**config.mk**
```make
export PLATFORM = sky130hd
export DESIGN_NAME = turn_ctrl_n
export DESIGN_NICKNAME = d
export VERILOG_FILES = /design/src/rtl/turn_ctrl_pkg.sv /design/src/rtl/lfsr16.sv /design/src/rtl/turn_ctrl_n.sv
export SDC_FILE = /design/constraint.sdc
export NUM_CORES = 1
export LEC_CHECK = 0
export ABC_AREA = 1
export CORE_UTILIZATION = 39
export CTS_CLUSTER_DIAMETER = 40
export CTS_CLUSTER_SIZE = 24
export DETAILED_ROUTE_END_ITERATION = 10
export PLACE_DENSITY = 0.62
export SETUP_SLACK_MARGIN = 0.05
export SLEW_MARGIN = 20
export SYNTH_ARGS = -nofsm -noshare
export SYNTH_HDL_FRONTEND = slang
export SYNTH_HIERARCHICAL = 1
export SYNTH_SLANG_ARGS = --single-unit
```
**constraint.sdc**
```tcl
create_clock -name clk -period 5.5 [get_ports clk]
set_input_delay 0.55 -clock clk [delete_from_list [all_inputs] [get_ports clk]]
set_output_delay 0.55 -clock clk [all_outputs]
set_load 0.02 [all_outputs]
```
**src/rtl/turn_ctrl_pkg.sv**
```systemverilog
// Shared types and constants for the N-player turn controller.
package turn_ctrl_pkg;
    typedef enum logic [2:0] {IDLE, SETUP, ORDER, START, ATTACK, RANDOM, CHECK, OVER} state_t;

    localparam logic [15:0] LFSR_SEED = 16'hACE1;
    // Taps 16,14,13,11 expressed as bit positions 15,13,12,10
    localparam logic [15:0] LFSR_TAPS = 16'hB400;
endpackage

```
**src/rtl/lfsr16.sv**
```systemverilog
// Free-running 16-bit Fibonacci LFSR; advances every cycle regardless of game state.
module lfsr16
    import turn_ctrl_pkg::*;
(
    input  logic        clk,
    input  logic        rst,
    output logic [15:0] q
);
    always_ff @(posedge clk or negedge rst) begin
        if (!rst) q <= LFSR_SEED;
        else      q <= {q[14:0], ^(q & LFSR_TAPS)};
    end
endmodule

```
**src/rtl/turn_ctrl_n.sv**
```systemverilog
// N-player turn controller: setup sequencing, per-turn timeout with random shot,
// CPU players, hit tally and game-over detection.
module turn_ctrl_n
    import turn_ctrl_pkg::*;
#(
    parameter int N_PLAYERS   = 2,
    parameter int TIMEOUT_CYC = 50_000_000,
    parameter int SHIP_CELLS  = 9,
    parameter int COORD_W     = 3,
    localparam int PW = $clog2(N_PLAYERS),
    localparam int HW = $clog2(SHIP_CELLS + 1)
)(
    input  logic                 clk,
    input  logic                 rst,
    input  logic                 select,
    input  logic [PW-1:0]        first_player,
    input  logic [N_PLAYERS-1:0] human_mask,
    input  logic                 attack_done,
    input  logic                 hit,
    output logic [N_PLAYERS-1:0] en_attack,
    output logic                 en_random,
    output logic [COORD_W-1:0]   rand_x,
    output logic [COORD_W-1:0]   rand_y,
    output logic                 en_check,
    output logic [PW-1:0]        active_player,
    output logic [PW-1:0]        target_player,
    output logic [31:0]          time_left,
    output logic                 gameover,
    output logic [PW-1:0]        winner
);
    state_t                     state;
    logic [15:0]                q;
    logic                       unused_q;
    logic [N_PLAYERS-1:0][HW-1:0] hits;
    logic                       hit_q;
    logic [HW-1:0]              cur_hits, new_hits;
    logic [PW-1:0]              fp_sel, next_player;

    lfsr16 u_lfsr (.clk(clk), .rst(rst), .q(q));
    assign unused_q = ^q;

    function automatic logic [PW-1:0] succ(input logic [PW-1:0] p);
        return (p == PW'(N_PLAYERS - 1)) ? '0 : p + PW'(1);
    endfunction

    always_comb begin
        fp_sel      = ({1'b0, first_player} < (PW+1)'(N_PLAYERS)) ? first_player : '0;
        next_player = succ(active_player);
        cur_hits    = hits[target_player];
        new_hits    = (hit_q && cur_hits != HW'(SHIP_CELLS)) ? cur_hits + HW'(1) : cur_hits;
    end

    always_ff @(posedge clk or negedge rst) begin
        if (!rst) begin
            state         <= IDLE;
            en_attack     <= '0;
            en_random     <= 1'b0;
            en_check      <= 1'b0;
            rand_x        <= '0;
            rand_y        <= '0;
            active_player <= '0;
            target_player <= '0;
            time_left     <= '0;
            gameover      <= 1'b0;
            winner        <= '0;
            hit_q         <= 1'b0;
            hits          <= '0;
        end else begin
            en_check <= 1'b0;
            case (state)
                IDLE:  if (select) state <= SETUP;
                SETUP: if (select) state <= ORDER;
                ORDER: if (select) begin
                    state         <= START;
                    active_player <= fp_sel;
                    target_player <= succ(fp_sel);
                end
                START: if (human_mask[active_player]) begin
                    state     <= ATTACK;
                    en_attack <= N_PLAYERS'(1) << active_player;
                    time_left <= 32'(TIMEOUT_CYC - 1);
                end else begin
                    state     <= RANDOM;
                    en_random <= 1'b1;
                    rand_x    <= q[COORD_W-1:0];
                    rand_y    <= q[2*COORD_W-1:COORD_W];
                end
                // A shot resolved on the last timer cycle still counts as manual
                ATTACK: if (attack_done) begin
                    state     <= CHECK;
                    en_attack <= '0;
                    time_left <= '0;
                    hit_q     <= hit;
                    en_check  <= 1'b1;
                end else if (time_left == '0) begin
                    state     <= RANDOM;
                    en_attack <= '0;
                    en_random <= 1'b1;
                    rand_x    <= q[COORD_W-1:0];
                    rand_y    <= q[2*COORD_W-1:COORD_W];
                end else begin
                    time_left <= time_left - 32'd1;
                end
                RANDOM: if (attack_done) begin
                    state     <= CHECK;
                    en_random <= 1'b0;
                    hit_q     <= hit;
                    en_check  <= 1'b1;
                end
                CHECK: begin
                    hits[target_player] <= new_hits;
                    if (new_hits == HW'(SHIP_CELLS)) begin
                        state    <= OVER;
                        gameover <= 1'b1;
                        winner   <= active_player;
                    end else begin
                        state         <= START;
                        active_player <= next_player;
                        target_player <= succ(next_player);
                    end
                end
                OVER:    ;
                default: state <= IDLE;
            endcase
        end
    end
endmodule

```
Word level (Yosys, flattened, before mapping)
Index checks and enable logic that the tools add are counted.
Storage, ports and cells
  register bits: 74
  latch bits: 0
  memory bits (writable): 0
  ROM bits: 0
  output and inout port bits: 46
  word-level logic and storage cells: 110
  memories: 0
Operators by class
  add/subtract/negate cells: 5
  multipliers: 0
  div/mod/pow operators: 0
  magnitude comparators: 3
  equality and inequality tests: 19
  shift operators: 1
  mux-type cells: 49
  bitwise logic cells: 0
  reduce and logical (&&, ||, !) cells: 18
Operators with widths (number)
  $mux 32: 3
  $pmux 32 s2: 1
  $mux 3: 13
  $logic_not 32->1: 1
  $sub 32x1->32 const B: 1
  $pmux 3 s7: 1
  $ne 2x2->1 const B: 9
  $mux 1: 16
  $mux 4: 4
  $reduce_xor 16->1: 1
  $pmux 3 s2: 2
  $eq 3x3->1 const B: 3
  $reduce_and 3->1: 3
  $bwmux 8: 1
  $reduce_bool 7->1: 1
  $eq 3x2->1 const B: 2
  $mux 2: 3
  $ne 3x3->1 const B: 2
  $reduce_and 6->1: 1
  $reduce_and 5->1: 1
  $add 4x1->4 const B: 1
  $demux 4 s1: 1
  $eq 4x4->1 const B: 1
  $lt 1x2->1 const B: 2
  15 further kinds: 21

Logic depth before layout (Yosys ltp)
Gate-level depths: netlist (run 1).
  word-level depth: 8
  gate-level depth with buffers: 15

Modules after synthesis
The synthesis (run 1) kept the hierarchy.
Modules (own cells, without submodules)
  turn_ctrl_n: times used 1, cells each 515, area an instance 3553.4 sq um, seq. area each 1451.4 sq um
  lfsr16: times used 1, cells each 33, area an instance 481.7 sq um, seq. area each 410.4 sq um

Least setup slack after synthesis (run 1)
No wires, ideal clock.
  kind: reg-to-reg
  start: reg target_player
  end: reg winner
  library setup time: 127 ps
  arrival time: 1762 ps
  slack: 3611 ps
  stages on the path, launching flop included: 15
  path buffers: 1
  cells stage by stage: dfrtp_1 > buf_4 > inv_2 > nand2_1 > nand2_1 > inv_1 > ha_1 > nand3_2 > nand2_1 > nand2_1 > nand2_1 > nor2_1 > nand4_1 > nand2_1 > o21ai_0
On the way
  cells in the longest elaborated chain, start to end: 7
RTL lines
  from (decl): RTL line turn_ctrl_n.sv:26  | output logic [PW-1:0] target_player,
  from (signal assigned): RTL line turn_ctrl_n.sv:76  | target_player <= succ(fp_sel);
  from (signal assigned): RTL line turn_ctrl_n.sv:119  | target_player <= succ(next_player);
  $mux 4 (implied by the code) (*) (2 in a row): RTL line turn_ctrl_n.sv:49  | cur_hits = hits[target_player];
  branches (longest 2 deep; another with $add 4x1->4)
  $mux 4 (*): RTL line turn_ctrl_n.sv:50  | new_hits = (hit_q && cur_hits != HW'(SHIP_CELLS)) ? cur_hits + HW'(1) : cur_hits;
  $eq 4x4->1 (*): RTL line turn_ctrl_n.sv:112  | if (new_hits == HW'(SHIP_CELLS)) begin
  $reduce_and 2->1 (no source line) (*)
  to (signal assigned): RTL line turn_ctrl_n.sv:115  | winner <= active_player;
  to (decl): RTL line turn_ctrl_n.sv:29  | output logic [PW-1:0] winner
Mark *: on every way between the ends. The select of a mux whose other input is x is not followed.
A chain may end at the register's enable or synchronous reset.

Worst setup path in the final report (run 1)
  start: reg state[1]
  end: reg time_left[30]
On the way
  cells in the longest elaborated chain, start to end: 3
RTL lines
  from (decl): RTL line turn_ctrl_n.sv:31  | state_t state;
  from (signal assigned): RTL line turn_ctrl_n.sv:55  | state <= IDLE;
  from (signal assigned): RTL line turn_ctrl_n.sv:71  | IDLE: if (select) state <= SETUP;
  from (signal assigned): RTL line turn_ctrl_n.sv:72  | SETUP: if (select) state <= ORDER;
  $eq 3x3->1 / $eq 3x2->1 (equally long branches): RTL line turn_ctrl_n.sv:70  | case (state)
  $ne 3x3->1 (no source line), or another cell as far along
  $reduce_and 3->1 (no source line)
  to (signal assigned): RTL line turn_ctrl_n.sv:81  | time_left <= 32'(TIMEOUT_CYC - 1);
  to (signal assigned): RTL line turn_ctrl_n.sv:102  | time_left <= time_left - 32'd1;
  to (decl): RTL line turn_ctrl_n.sv:27  | output logic [31:0] time_left,
Several ways; a longest one is shown, not always the timed one.

==> results of run 1 <==
final cells by class:
type	instances	area, um^2	area share [%]
multi-input combinational	408	1880	39.0
inverter	53	199	4.12
clock buffer	9	124	2.57
tap	133	166	3.45
timing repair buffer	53	528	10.9
sequential	74	1860	38.6
clock inverter	7	62.6	1.30
where the power goes:
group | total (mW) | internal [mW] | switching, mW
sequential | 0.822 | 0.664 | 0.158
clock | 0.399 | 0.172 | 0.227
combinational | 1.03 | 0.366 | 0.660
layer usage:
layer  global-route usage, %  wire length [um]
met5                       0                 0
met4                    4.90                82
met3                    3.84               390
met2                    29.8              4490
met1                    26.5              4660
cells by family (layout without fill, tap and decap cells):
kind of cell / Yosys count / count (layout) / synth area share [%]
DFF: 74 / 74 / 46.1
and+or+nand+nor: 332 / 332 / 34.2
muxes: 2 / 2 / 0.527
xor gates and xnor gates: 20 / 20 / 4.34
AOI/OAI and AO/OA: 51 / 51 / 6.64
adders and majority gates: 3 / 3 / 0.930
buffers and inverters: 66 / 122 / 7.22
critical path, delay by kind of cell, from the launching register on:
family                 cells  cell delay [ps]
buffers and inverters      2             1310
DFF                        1              450
and+or+nand+nor            7             1460
metrics by stage:
step	area [um^2]	util, %	instances	hold WS (ps)	setup WS [ps]
after floorplan	4040	-	548	254	3610
after global placement	4640	46.8	721	334	2180
after detailed placement	4640	46.8	721	337	2050
after CTS	4820	48.7	737	357	2190
after global routing	4820	48.7	737	360	1760
final	4820	48.7	737	323	2210
cells in the mapped netlist:
| cell | instances | area, um^2 |
|---|---|---|
| a21oi_1 | 11 | 55.1 |
| a31oi_1 | 1 | 6.26 |
| buf_2 | 5 | 25.0 |
| buf_4 | 2 | 15.0 |
| buf_6 | 1 | 11.3 |
| buf_8 | 2 | 30.0 |
| clkbuf_1 | 3 | 11.3 |
| dfrtp_1 | 66 | 1650 |
| dfstp_2 | 8 | 210 |
| ha_1 | 3 | 37.5 |
| inv_1 | 51 | 191 |
| inv_2 | 2 | 7.51 |
| mux2_2 | 1 | 11.3 |
| mux2i_1 | 1 | 10.0 |
| nand2_1 | 201 | 754 |
| nand2_2 | 3 | 18.8 |
| nand3_1 | 28 | 140 |
| nand3_2 | 1 | 10.0 |
| nand3b_1 | 1 | 7.51 |
| nand4_1 | 10 | 62.6 |
| nor2_1 | 68 | 255 |
| nor2_2 | 4 | 25.0 |
| nor2_4 | 4 | 45.0 |
| nor3_1 | 11 | 55.1 |
| o2111ai_1 | 1 | 8.76 |
| o21ai_0 | 27 | 135 |
| o21ai_1 | 8 | 40.0 |
| o31ai_1 | 3 | 22.5 |
| or2_2 | 1 | 6.26 |
| xnor2_1 | 5 | 43.8 |
| xor2_1 | 15 | 131 |
flip-flops by register name, summed over array words and instances, names as in the netlist:
signal	cells
hits	8
rand_x	3
gameover	1
rand_y	3
en_random	1
en_check	1
state	3
winner	1
u_lfsr/q	16
active_player	1
target_player	1
hit_q	1
en_attack	2
time_left	32
path summary, 6_finish.rpt:
| kind | to | slack (ps) | depth (start not counted) |
|---|---|---|---|
| max in group asynchronous | time_left[20] | 4570 | 1 |
| hold / removal | hits[0] | 320 | 1 |
| min in group clk | u_lfsr/q[10] | 360 | 0 |
| setup / recovery | time_left[30] | 2210 | 9 |
| setup reg to reg | time_left[30] | 2210 | 9 |
| hold reg to reg | u_lfsr/q[10] | 360 | 0 |
==> key figures, run 1 <==
Status
  • Status: finished clean

Finish
  • Area grow syn2layout: 19.5%
  • Share of cells above drive strength 1: 6.79%
  • Most frequent cells in the layout: nand2_1 (201), nor2_1 (68), dfrtp_1 (66), clkdlybuf4s50_1 (52), inv_1 (51)
  • Nets: 610
  • Most common cell after layout, fill and taps aside: nand2_1
  • # fillers: 1,012
  • Ant. Diodes: 0

Clocking
  • Hold buffers post-CTS: 0
  • Clock buffer depth: 2
  • Cts repair resizes: 0
  • Clk_lat worst skew: 360 ps
  • Reg clk slew, reported paths: 80 ps
  • TritonCTS Sinks: 74
  • Clock H-tree levels: 3
  • CTS buffer count: 9
  • Root Buffer: clkbuf_8
  • Postcts setup bufs: 0
  • CTS tree: yes

Global routing
  • GRT Util Overall: a little under a fifth
  • Pin count of the biggest net entering global routing: 75
  • First-pass GRT wire length: 16,500 um
  • Initial antenna violation count: 0
  • Grt ovf: 0
  • Via count of the first global-routing pass: roughly 3,400

Power
  • Power consumption: roughly 2.2 mW
  • Cell Pwr Density: roughly 470 mW/mm^2
  • P_leak: 2.23 nW
  • VDD IR max: 253 uV

STA
  • Final Slew Violations: 0
  • Setup TNS: 0 ps
  • Final Hold Vio Count: 0
  • Worst-Margin Slew: 926 ps
  • Max Freq: 304 MHz
  • Period utilization: around 60%
  • Tmin final: 3290 ps
  • RSZ-0062 raised after global routing: no
  • Relative slew slack: 38.2%
  • Final setup fails: 0
  • Fin Clk Skew: 12.9 ps

Critical path
  • Startpoint types: register
  • Max incr delay on CP: 770 ps
  • Critical path startpoint: state[1]
  • Cell Chain, Critical Path: nor2_1 -> nand2_1 -> inv_1 -> nand2_1 -> nand3_1 -> nand2_2 -> inv_2 -> nand3_1 -> nand2_1
  • Critical Path Most Common Cell: nand2_1
  • Crit Path Class: register to register
  • Worst Setup End Kind: register
  • Crit-path max FO: 39
  • WP data required: 5790 ps
  • Worst path slowest cell: inv_1
  • Launching point of the worst reg2reg path: state[1]
  • Critical Path AT: 3580 ps

Drt
  • Final wirelength: 9620 um
  • DRT iter0 DRCs: 217
  • Vias: 3,576
  • Vias per cell: between 4 and 5
  • Pre-antenna DRT Iters: 4
  • Drt wl/cell: 13.1 um
  • DRC viols: 0
  • Antenna Nets Post-Route: 0

Die
  • Die height: 104 um
  • Starting density of the core: 40.7%
  • Die W: 104 um
  • Die Area: 0.0108 mm^2
  • # rows: 36
  • Core area: roughly 0.0099 mm^2
  • Top Ports: 54

Min path
  • HP Class: input port to async pin

Yosys
  • Syn_nets: 559
  • Synth cell types: 31
  • Register area share after synthesis: 46.1%
  • Gate Count Post-Synth: 548
  • Avg Inst Size Synth: about 7.4 um^2
  • Number of synthesized register bits: 74
  • Yosys warns: 6
  • Cell area after synthesis: 0.00404 mm^2

Place
  • Port Buffers: between 50 and 60
  • Placer Congestion: 0.900
  • Detail Placement HPWL: ~6800 um

Flow run
  • # Max-Cap Violations: 0
Power figures use the tool's default switching activity.
==> inputs of run 2 (changes only) <==
PLACE_DENSITY = 0.64   (was 0.62)
clock period = 3 ns   (was 5.5 ns; I/O delays follow)
==> run 2 against run 1 <==
First-iteration DRC count down 12%. Final cell count up 0.68%. Clock skew about the same. Sequential power up 82%. Wire length up 2.0%. Global-route usage up 0.36 points. Critical path depth up 2. Combinational power up 86%. Non-clock buffer count up 5. Clock power up 120%. Hold slack worse by 290 ps. Highest routed layer unchanged.
==> key figures, run 2 (synthesis results as in run 1) <==
Clocking
  • TritonCTS Sinks: 74 (unchanged)
  • CTS buffer count: 9 (unchanged)
  • Clock buffer depth: 2 (unchanged)
  • Hold buffers post-CTS: 0 (unchanged)
  • Postcts setup bufs: 0 (unchanged)
  • Root Buffer: clkbuf_8
  • Reg clk slew, reported paths: 90 ps (about the same)
  • Cts repair resizes: 0 (unchanged)
  • Clk_lat worst skew: 360 ps (about the same)
  • CTS tree: yes
  • Clock H-tree levels: 3 (unchanged)

STA
  • RSZ-0062 raised after global routing: no
  • Worst-Margin Slew: 808 ps (-118 ps)
  • Period utilization: 84.0% (+24 points)
  • Fin Clk Skew: 12.7 ps (-0.252 ps)
  • Hold Slack: 29.0 ps (-294 ps)
  • Final Slew Violations: 0 (unchanged)
  • Final Hold Vio Count: 0 (unchanged)
  • Final setup fails: 0 (unchanged)
  • Tmin final: 2520 ps (-772 ps)
  • Relative slew slack: 46.1% (+7.9 points)
  • Max Freq: 397 MHz (+31%)
  • Setup TNS: 0 ps (unchanged)

Global routing
  • Via count of the first global-routing pass: 3,463 (+2.2%)
  • Initial antenna violation count: 0 (unchanged)
  • Pin count of the biggest net entering global routing: 42 (-44%)
  • GRT Util Overall: 19.3% (+0.36 points)
  • Grt ovf: 0 (unchanged)
  • First-pass GRT wire length: 16,700 um (+1.5%)

Status
  • Status: finished clean

Power
  • P_leak: 2.28 nW (+1.9%)
  • Cell Pwr Density: 877 mW/mm^2 (+88%)
  • Power consumption: 4.31 mW (+92%)
  • VDD IR max: 518 uV (+110%)

Flow run
  • # Max-Cap Violations: 0 (unchanged)

Place
  • Detail Placement HPWL: 7020 um (+3.6%)
  • Placer Congestion: 0.962 (+6.9%)
  • Area after DPL: 0.00468 mm^2 (+1.0%)
  • Port Buffers: 53 (unchanged)
  • Placed insts: 726 (+0.69%)

Critical path
  • WP buf/inv: 2 (unchanged)
  • Startpoint types: register
  • Crit Path Class: register to register
  • Crit-path max FO: 25 (-36%)
  • Worst Setup End Kind: register
  • Worst path slowest cell: dfrtp_1
  • Critical Path AT: 2770 ps (-810 ps)
  • WP data required: 3250 ps (-2540 ps)
  • CP delay by family, top: simple AND/OR/NAND/NOR gates
  • Max incr delay on CP: 420 ps (-350 ps)
  • Cell Chain, Critical Path: inv_1 -> ha_1 -> nand2_2 -> nor2_4 -> nand4_1 -> nand2_1 -> nand3_1 -> nand2_2 -> inv_2 -> nor2_1 -> nor2_1

Die
  • Top Ports: 54 (unchanged)
  • Starting density of the core: 40.7% (unchanged)
  • Die W: 104 um (unchanged)
  • Die Area: 0.0108 mm^2 (unchanged)
  • # rows: 36 (unchanged)
  • Core area: 0.00991 mm^2 (unchanged)
  • Die height: 104 um (unchanged)

Drt
  • Final wirelength: 9810 um (+2.0%)
  • Pre-antenna DRT Iters: 5 (+1)
  • Vias per cell: 4.91 (+1.2%)
  • Vias: 3,644 (+1.9%)
  • DRT iter0 DRCs: 190 (-12%)
  • Antenna Nets Post-Route: 0 (unchanged)
  • DRC viols: 0 (unchanged)
  • Drt wl/cell: 13.2 um (+1.3%)

Finish
  • Ant. Diodes: 0 (unchanged)
  • Largest regs: time_left: 32 flops, u_lfsr/q: 16 flops, hits: 8 flops
  • Area grow syn2layout: 21.7%
  • Largest register FFs: 32 (unchanged)
  • Nets: 615 (+0.82%)
  • Share of cells above drive strength 1: 7.55% (+0.77 points)
  • Most common cell after layout, fill and taps aside: nand2_1
  • Register bank with the most flops: time_left
  • Most frequent cells in the layout: nand2_1 (201), nor2_1 (68), dfrtp_1 (66), clkdlybuf4s50_1 (52), inv_1 (51)
  • Non-Filler Instances: 742 (+0.68%)
  • Final instance area: 0.00491 mm^2 (+1.8%)

Min path
  • HP Class: input port to async pin
[run 2: cell count changes in the layout (fill, tap and decap cells not counted), sizes merged]
cell | before | now
buf | 1 | 6
inv | 56 | 55
clkinvlp | 1 | 2
bufinv | 0 | 2
clkinv | 3 | 1
[run 2: final timing paths]
check | startpoint | to | slack, ps | cells after the start
max | time_left[0] | time_left[22] | 480 | 11
min | rst | time_left[26] | 30 | 1
max reg2reg | time_left[0] | time_left[22] | 480 | 11
min reg2reg | u_lfsr/q[9] | u_lfsr/q[10] | 360 | 0
max in group asynchronous | rst | u_lfsr/q[15] | 2230 | 2
min in group clk | u_lfsr/q[9] | u_lfsr/q[10] | 360 | 0
[run 2: cell type report]
type / instances / area (um^2)
well taps: 133 / 166
clock inverters: 7 / 101
fillers: 1004 / 5000
flip-flops and latches: 74 / 1860
repair buffers: 58 / 576
clock buffers: 9 / 124
multi-input cells: 408 / 1880
inverters: 53 / 199
[run 2: layer usage]
layer / global-route usage, % / share of wire (%) / routed length (um)
met5: 0 / 0 / 0
met4: 6.12 / 1.6 / 160
met3: 4.09 / 5.0 / 486
met2: 30.4 / 45 / 4430
met1: 26.4 / 48 / 4730
[run 2: stage by stage]
step | utilization [%] | worst slack [ps]
final | 49.5 | 479
after global routing | 49.5 | 207
after CTS | 49.5 | 457
after detailed placement | 47.3 | 494
after global placement | 47.3 | 573
after floorplan | - | 1110
[run 2: power by group]
part,internal [mW],switching (mW),leakage (nW)
clock,0.475,0.413,0.106
sequential,1.22,0.283,0.940
combinational,0.691,1.23,1.23
total,2.38,1.92,2.28
